<file path="src/rtl/dyn_pattern_gen.sv">
// Serial stimulus source: emits a BITS-wide pattern `count` times, separated by `gap` filler bits.
// Each inserted instance is flagged with `hit`. Define DPG_LFSR_FILL_EN for LFSR filler bits.
module dyn_pattern_gen #(
    parameter int BITS = 8,
    parameter int GAPW = 8,
    parameter int CNTW = 8
) (
    input  logic            clk,
    input  logic            rst,
    input  logic            start,
    input  logic [BITS-1:0] pattern,
    input  logic [GAPW-1:0] gap,
    input  logic [CNTW-1:0] count,
    output logic            valid,
    output logic            out,
    output logic            hit,
    output logic            busy,
    output logic            done,
    output logic [CNTW-1:0] sent
);

    localparam int IDXW = (BITS > 1) ? $clog2(BITS) : 1;
    localparam logic [IDXW-1:0] LAST = IDXW'(BITS - 1);

    typedef enum logic [1:0] {IDLE, SEND_PAT, SEND_GAP, DONE} state_t;

    state_t          state;
    logic [IDXW-1:0] bit_idx;
    logic [GAPW-1:0] gap_cnt;
    logic [CNTW-1:0] inst_cnt;
    logic [BITS-1:0] pattern_l;
    logic [GAPW-1:0] gap_l;
    logic [CNTW-1:0] count_l;
    logic            accept;
    logic            sending;
    logic            fill_bit;

    assign accept  = (state == IDLE) && start && (count != '0);
    assign sending = (state == SEND_PAT) || (state == SEND_GAP);

    // Run parameters are frozen at the accepted start; they need no reset.
    always_ff @(posedge clk) begin
        if (accept) begin
            pattern_l <= pattern;
            gap_l     <= gap;
            count_l   <= count;
        end
    end

`ifdef DPG_LFSR_FILL_EN
    logic [15:0] lfsr;

    // Fibonacci x^16+x^14+x^13+x^11+1, shifting right; only rst reseeds it.
    always_ff @(posedge clk or posedge rst) begin
        if (rst) begin
            lfsr <= 16'hACE1;
        end else if (state == SEND_GAP) begin
            lfsr <= {lfsr[0] ^ lfsr[2] ^ lfsr[3] ^ lfsr[5], lfsr[15:1]};
        end
    end

    assign fill_bit = lfsr[0];
`else
    assign fill_bit = ~pattern_l[0];
`endif

    always_ff @(posedge clk or posedge rst) begin
        if (rst) begin
            state    <= IDLE;
            valid    <= 1'b0;
            out      <= 1'b0;
            hit      <= 1'b0;
            busy     <= 1'b0;
            done     <= 1'b0;
            sent     <= '0;
            bit_idx  <= '0;
            gap_cnt  <= '0;
            inst_cnt <= '0;
        end else begin
            // Outputs lag the state by one cycle, so every output is a flop.
            valid <= sending;
            busy  <= sending;
            out   <= (state == SEND_PAT) ? pattern_l[LAST - bit_idx]
                                         : ((state == SEND_GAP) && fill_bit);
            hit   <= (state == SEND_PAT) && (bit_idx == LAST);
            done  <= (state == DONE);
            sent  <= inst_cnt;

            case (state)
                IDLE: begin
                    if (start) begin
                        inst_cnt <= '0;
                        bit_idx  <= '0;
                        state    <= (count != '0) ? SEND_PAT : DONE;
                    end
                end
                SEND_PAT: begin
                    if (bit_idx == LAST) begin
                        inst_cnt <= inst_cnt + CNTW'(1);
                        bit_idx  <= '0;
                        gap_cnt  <= '0;
                        if (inst_cnt + CNTW'(1) == count_l) begin
                            state <= DONE;
                        end else if (gap_l != '0) begin
                            state <= SEND_GAP;
                        end
                    end else begin
                        bit_idx <= bit_idx + IDXW'(1);
                    end
                end
                SEND_GAP: begin
                    if (gap_cnt == gap_l - GAPW'(1)) begin
                        bit_idx <= '0;
                        state   <= SEND_PAT;
                    end else begin
                        gap_cnt <= gap_cnt + GAPW'(1);
                    end
                end
                DONE: begin
                    state <= IDLE;
                end
                default: begin
                    state <= IDLE;
                end
            endcase
        end
    end

endmodule

</file>
<file path="config.mk">
export PLATFORM = sky130hd
export DESIGN_NAME = dyn_pattern_gen
export DESIGN_NICKNAME = d
export VERILOG_FILES = /design/src/rtl/dyn_pattern_gen.sv
export SDC_FILE = /design/constraint.sdc
export NUM_CORES = 1
export LEC_CHECK = 0
export BUFFER_PORTS_ARGS = -buffer_cell sky130_fd_sc_hd__buf_2
export CORE_UTILIZATION = 57
export CTS_CLUSTER_DIAMETER = 30
export DETAILED_ROUTE_END_ITERATION = 8
export PLACE_DENSITY = 0.75
export SKIP_CTS_REPAIR_TIMING = 1
export SYNTH_ARGS = -nofsm -noshare
export SYNTH_HDL_FRONTEND = slang
export SYNTH_SLANG_ARGS = --single-unit
</file>
<file path="constraint.sdc">
create_clock -name clk -period 3.7 [get_ports clk]
set_input_delay 0.555 -clock clk [delete_from_list [all_inputs] [get_ports clk]]
set_output_delay 0.555 -clock clk [all_outputs]
set_load 0.005 [all_outputs]
</file>
# Word level (Yosys, flattened, before mapping)
# Cells that the tools add are included.
# op_classes
n_addsub	5
magnitude_cmp	1
n_eq_ne	11
n_mux	20
bitwise	1
n_reduce_logical	15
# op_table
op	count
8-bit two-way mux	4
8-bit case mux with 2 select lines	2
8-bit by 1-bit adder with 8-bit output (second input constant)	2
8-bit == test	2
8-bit nonzero test	2
2-bit two-way mux	6
3-bit two-way mux	3
3-bit case mux with 3 select lines	1
3-bit AND reduction	3
2-bit case mux with 4 select lines	1
8-bit by 1-bit subtractor with 8-bit output (second input constant)	1
2-bit == test (second input constant)	2
1-bit logical AND	4
3-bit by 4-bit less-than comparator with 1-bit output (second input constant)	1
2-bit by 1-bit != test with 1-bit output (second input constant)	2
2-bit != test (second input constant)	2
4-bit AND reduction	1
2-bit nonzero test	2
3-bit by 1-bit adder with 3-bit output (second input constant)	1
1-bit binary-select mux with 3-bit select	1
3-bit == test (second input constant)	1
3-bit by 1-bit != test with 1-bit output (second input constant)	1
3-bit nonzero test	1
3-bit subtractor (first input constant)	1
other kinds (5)	6
# totals
regBits	57
in_bits	27
output_inout_bits	13
elab_cells	65

# Depth between registers and ports, before layout
# Gate-level depths: netlist (run 1).
# depth
depth_word	5
ltp_mapped	11
ltp_nobuf	9

# Worst setup path before layout (run 1)
# OpenSTA, ideal clock, no wires.
# synth_path
path_kind	register -> register
startpoint	register gap_l[0]
endpoint	register state[1]
setup_time_ns	0.128
arrival_time_ns	2.625
required_ns	3.572
slack_ns	0.947
stages_incl_launch_ff	9
path_buffers	0
synth_period_minus_slack_ns	2.753
cell_sequence	edfxtp_1 -> inv_1 -> ha_1 -> xnor2_1 -> or4_1 -> or4_1 -> o22a_2 -> nor3b_2 -> mux2_1
# synth_between
elab_chain_cells	4
elab_cells_between_ends	6
classes_between	add/sub: 1; eq/ne: 3; reduce/logical: 2
# synth_lines
element	line_no	text
start, declared	32	logic [GAPW-1:0] gap_l;
start signal, assigned	45	gap_l <= gap;
8-bit by 1-bit subtractor with 8-bit output	112	if (gap_cnt == gap_l - GAPW'(1)) begin
8-bit == test	112	
2-bit by 1-bit != test with 1-bit output (no source line)	--	
4-bit AND reduction (no source line) *	--	
end signal, assigned	94	state <= (count != '0) ? SEND_PAT : DONE;
end, declared	27	state_t state;
# Every way passes the cells marked *; elsewhere a longest branch is shown, timed or not.
# A chain may end at the register's enable or synchronous reset.

# Worst setup path after layout (run 1)
# Same ends and word-level chain as after synthesis.

==> flow_summary.ini, run 1 <==
[route]
drt_iter0_drc = 97
drcViolationCount = 0
avgRoutedWirePerCell_um = 14.40
vias_per_cell = 5.474
route.vias.total = 2009
route.antenna.remaining_nets = 0
finalWirelength_um = 5285
drtPass1Iterations = 4

[yosys]
synth_seq_cells = 57
synth_top_area_share = 0.2899
post_synth_xor_xnor_area = 0.06763
postSynth.topFlopCell = dfrtp_1
netlist.top_cell.by_area = dfrtp_1
synth_simple_gate_area_share = 0.1599
yosysWarningCount = 0
synth-edff-count = 24
ys_top_cells_by_area = dfrtp_1 29%, edfxtp_1 25%, ha_1 4.4%
post_synth_most_frequent_cells = 33 x dfrtp_1, 24 x edfxtp_1, 24 x nand2_1, 14 x a21oi_1, 13 x xnor2_1
ys_seq_area_frac = 0.5428
yosys.cell_count.top_type = dfrtp_1
synth_fp_nets = 292
post_synth_mux_area_share = 0.03821
synthCells = 255
synth_adder_area_share = 0.04392
netlist_area_um2 = 2849
synthesis.area_per_instance_um2 = 11.17
synthArstFlopShare = 0.5789
synth_compound_gate_area_share = 0.1177
synthDistinctLibCells = 51
combinational_family_with_the_most_area_after_synthesis = simple AND/OR/NAND/NOR gates

[finish]
final_layout_size_suffix_gt1_frac = 0.2100
final_nets = 332
final_instance_area_um2 = 3271
antenna_cells_inserted = 0
flow.area_growth_from_synthesis_pct = 14.80

[power_and_ir_drop]
p_comb_frac = 0.296
p_per_area_nw_per_um2 = 647.3
cellInternalPower_w = 0.001389
power_frac_clock = 0.249
peakVddDrop_uv = 398.3
seq_power_share = 0.455
p_leak_nw = 1.390
overall_power_w = 0.002117
power.switching_fraction = 0.3437
switching_power_w = 0.0007276

[setup_path]
critPathCaptureType = flop
category_of_the_critical_setup_timing_path = flop to flop
slowest_library_cell_on_the_worst_path = or4_1
critical-path-top-delay-family = simple AND/OR/NAND/NOR gates
worst_path_most_repeated_cell = or4_1
worst-path-max-fanout = 6
crit_chain = inv_1, ha_1, xnor2_1, or4_1, or4_1, o22a_2, nor3b_2, mux2_1
worst_ep_required_time_ns = 3.91
crit_path_max_incr_delay_ns = 0.53
arrival_ns = 3.10
crit_path_start_kind = flop
r2r_setup_slk_ns = 0.82
path_buf_inv = 1

[min_path]
hold_class = input port to asynchronous set/reset pin

[sta]
unrepaired_setup_endpoints_after_global_routing = false
finalSetupTns_ns = 0
setup_violations = 0
max_freq_mhz = 347.0
post-route-period-util = 0.7788
transition_time_at_the_pin_with_the_least_slew_margin_ns = 0.7140
timing.final.hold_violations = 0
timing.final.max_slew_violations = 0
slew-limit-headroom = 0.5117
fin_skew_ns = 0.005101
post-route-min-period_ns = 2.882

[clocking]
clkTransAtPathRegs_ns = 0.06
tritoncts_clock_tree = yes
clkLatencyLatePin_ns = 0.33
root_buffer = clkbuf_8
cts_max_path_buffers = 2
cts_buffers = 9
cts_sinks = 57
htree_num_levels = 3

[placed_design]
buffer_ports.inserted = 39
placed_area_um2 = 3092
globalplace.congestion = 0.7930
detailedPlacementHpwl_um = 3804

[grt]
grt-ovfl-total = 0
global_route_wire_length_before_repair_um = 8825
grt_max_degree = 34
grt_pass1_vias = 1888
antenna_found_initial = 0
globalRouteTotalUtil = 0.2288

[flow_run]
cap_violations = 0

[floorplan]
design.portCount = 40
floorplan.initialDensity = 0.5992
die_y_um = 72.70
rows = 25
core-area_um2 = 4755
design.die.area_um2 = 5285
chipWidth_um = 72.70

[outcome]
run_status = finished clean
sequential cells by signal, summed over array words and instances, names as in the netlist:
| register | cells |
|---|---|
| pattern_l | 8 |
| bit_idx | 3 |
| busy | 1 |
| gap_cnt | 8 |
| hit | 1 |
| done | 1 |
| out | 1 |
| sent | 8 |
| gap_l | 8 |
| count_l | 8 |
| state | 2 |
| inst_cnt | 8 |
worst reg2reg max path, cell delays in order, from the launching register on:
cell      delay, ns
edfxtp_1       0.45
inv_1          0.07
ha_1           0.30
xnor2_1        0.13
or4_1          0.53
or4_1          0.48
o22a_2         0.25
nor3b_2        0.22
mux2_1         0.33
power groups by stage:
stage / Combinational, W / Sequential, W / Clock [W]
6_report: 0.000626 / 0.000963 / 0.000528
5_1_grt: 0.000699 / 0.000985 / 0.000569
4_1_cts: 0.000627 / 0.000963 / 0.000540
3_5_place_dp: 0.000617 / 0.000972 / 0
3_3_place_gp: 0.000603 / 0.000966 / 0
2_1_floorplan: 0.000489 / 0.000925 / 0
worst paths after layout:
path / end / start / cells after the start
max: state[1] / gap_l[0] / 8
min: sent[5] / rst / 3
max reg2reg: state[1] / gap_l[0] / 8
min reg2reg: sent[1] / inst_cnt[1] / 0
max in group asynchronous: bit_idx[0] / rst / 3
min in group clk: pattern_l[2] / pattern[2] / 1
cells by family (layout without fill, tap and decap cells):
group / after synthesis / after routing
mux: 8 / 8
compound gates: 54 / 54
xor+xnor: 22 / 22
simple gates: 84 / 84
buf+inv: 20 / 65
flops: 57 / 57
fa+ha+maj: 10 / 10
stage by stage:
stage | setup WS, ns | std cells | utilization | hold slack, ns
floorplan | 0.9474 | 255 | - | 0.3487
global placement | 0.8755 | 351 | 0.6503 | 0.4534
detailed placement | 0.8335 | 351 | 0.6503 | 0.4619
CTS | 0.8291 | 367 | 0.6879 | 0.3099
global route | 0.6157 | 367 | 0.6879 | 0.3487
finish | 0.8184 | 367 | 0.6879 | 0.3070
layout by cell type, fill, tap and decap left out, types with 5 or more instances in the layout:
cell	n
o21ai_0	10
nand2b_1	7
xor2_1	9
dfrtp_1	33
or3_1	5
a21oi_1	13
clkbuf_8	9
nand2_1	24
inv_1	8
nor2_1	7
nor3_1	8
nand3_1	5
buf_2	39
o21ai_1	8
xnor2_1	13
nand4_1	5
ha_1	10
edfxtp_1	24
layer usage:
layer | global-route usage | vias up | part of all wire
li1 | - | 1008 | -
met1 | 0.3088 | 939 | 0.49
met2 | 0.3364 | 47 | 0.45
met3 | 0.05525 | 15 | 0.034
met4 | 0.1373 | 0 | 0.025
met5 | 0 | - | 0
layout make-up:
| type | count | area (um^2) |
|---|---|---|
| fill | 380 | 1484 |
| clock buffer | 12 | 135.1 |
| tap | 67 | 83.83 |
| inverter | 8 | 30.03 |
| multi-input combinational | 178 | 1221 |
| timing repair buffer | 41 | 210.2 |
| clock inverter | 4 | 43.79 |
| sequential | 57 | 1546 |
No activity file was read; power rests on OpenSTA's default activity.
==> run 2, diff against run 1 <==
CORE_UTILIZATION = 51   (was 57)
PLACE_DENSITY = 0.71   (was 0.75)
clock period = 2.6 ns   (was 3.7 ns; I/O delays follow)
==> flow_summary.ini, run 2 (same netlist as run 1, synthesis figures left out) <==
[clocking]
clkLatencyLatePin_ns = 0.34
cts_max_path_buffers = 2
clkTransAtPathRegs_ns = 0.07
cts_buffers = 9
htree_num_levels = 3
cts_sinks = 57
tritoncts_clock_tree = yes
root_buffer = clkbuf_8

[grt]
antenna_found_initial = 0
grt-ovfl-total = 0
globalRouteTotalUtil = 0.2135
global_route_wire_length_before_repair_um = 9494
grt_pass1_vias = 2032
grt_max_degree = 34

[route]
drt_iter0_drc = 144
finalWirelength_um = 5730
route.vias.total = 2131
drcViolationCount = 0
avgRoutedWirePerCell_um = 14.77
drtPass1Iterations = 4
vias_per_cell = 5.492
route.antenna.remaining_nets = 0

[outcome]
run_status = finished, violations left
failed_checks = setup timing

[placed_design]
buffer_ports.inserted = 39
dp_cells = 371
dp_slack_ns = -0.03107
detailedPlacementHpwl_um = 4174
globalplace.congestion = 0.7986

[sta]
transition_time_at_the_pin_with_the_least_slew_margin_ns = 0.6815
slew-limit-headroom = 0.5426
post-route-worst-setup-slack_ns = -0.04749
post-route-min-period_ns = 2.647
unrepaired_setup_endpoints_after_global_routing = true
max_freq_mhz = 377.7
fin_skew_ns = 0.008095
timing.final.max_slew_violations = 0
timing.final.hold_violations = 0
setup_violations = 1
post-route-period-util = 1.018

[setup_path]
critPathCaptureType = flop
worstRegToRegCells = 8
regToRegEndpoint = state[1]
worst_ep_required_time_ns = 2.82
r2r_setup_slk_ns = -0.05
arrival_ns = 2.86
category_of_the_critical_setup_timing_path = flop to flop
rr_startpoint = gap_l[0]
worst-path-max-fanout = 4
crit_path_start_kind = flop

[power_and_ir_drop]
p_leak_nw = 1.495
p_per_area_nw_per_um2 = 941.1
overall_power_w = 0.003257
peakVddDrop_uv = 667.5

[floorplan]
design.die.area_um2 = 5889
core-area_um2 = 5238
design.portCount = 40
chipWidth_um = 76.74
floorplan.initialDensity = 0.5440
rows = 26
die_y_um = 76.74

[finish]
final_util = 0.6608
layout.cells.non_filler = 388
antenna_cells_inserted = 0
flow.area_growth_from_synthesis_pct = 21.48
mostFrequentLayoutCells = 39 x buf_2, 33 x dfrtp_1, 24 x nand2_1, 24 x edfxtp_1, 19 x buf_4
most_common_cell_after_layout_fill_and_taps_aside = buf_2
final_layout_size_suffix_gt1_frac = 0.2673
final_nets = 350

[min_path]
hold_class = input port to asynchronous set/reset pin

[flow_run]
cap_violations = 0
run 2: changes by cell type in the layout (fill, tap and decap cells not counted), sizes merged:
cell    change
buf        +18
clkbuf      -1
clkinv      +1
run 2: through the flow:
stage,hold WS [ns],TNS (ns),cell area (um^2)
3_5_place_dp,0.4705,-0.03107,3236
3_3_place_gp,0.4640,0,3236
6_report,0.1325,-0.04749,3461
2_1_floorplan,0.3487,-0.05157,2859
4_1_cts,0.1395,-0.04991,3415
5_1_grt,0.1787,-0.2039,3461
run 2: layout make-up:
cell class	count	area (um^2)
Clock inverter	5	47.55
Fill cell	413	1777
Multi-Input combinational cell	178	1260
Timing Repair Buffer	59	357.8
Clock buffer	11	131.4
Inverter	8	30.03
Tap cell	70	87.58
Sequential cell	57	1546
run 2: worst max path at each step:
stage | start | end
after floorplan | gap_l[0] | state[1]
after global placement | inst_cnt[0] | state[1]
after detailed placement | gap_l[0] | state[1]
after CTS | gap_l[0] | state[1]
after global routing | gap_l[0] | state[1]
final | gap_l[0] | state[1]
run 2: critical path, stage by stage, from the launching register on:
cell and delay (ns):
edfxtp_1 0.42, inv_1 0.12, ha_4 0.20, xnor2_1 0.12, or4_1 0.41, or4_1 0.46
o22a_4 0.24, nor3b_4 0.23, mux2_4 0.32
run 2: report_power, final:
group          switching (W)  internal (W)
logic               0.000594      0.000543
registers           0.000182       0.00117
clock network       0.000339      0.000433
total                0.00111       0.00214
run 2: metal layers:
layer  track usage  routed length, um
met5             0                  0
met4        0.1154                127
met3       0.04048                209
met2        0.3313               2699
met1        0.2829               2693
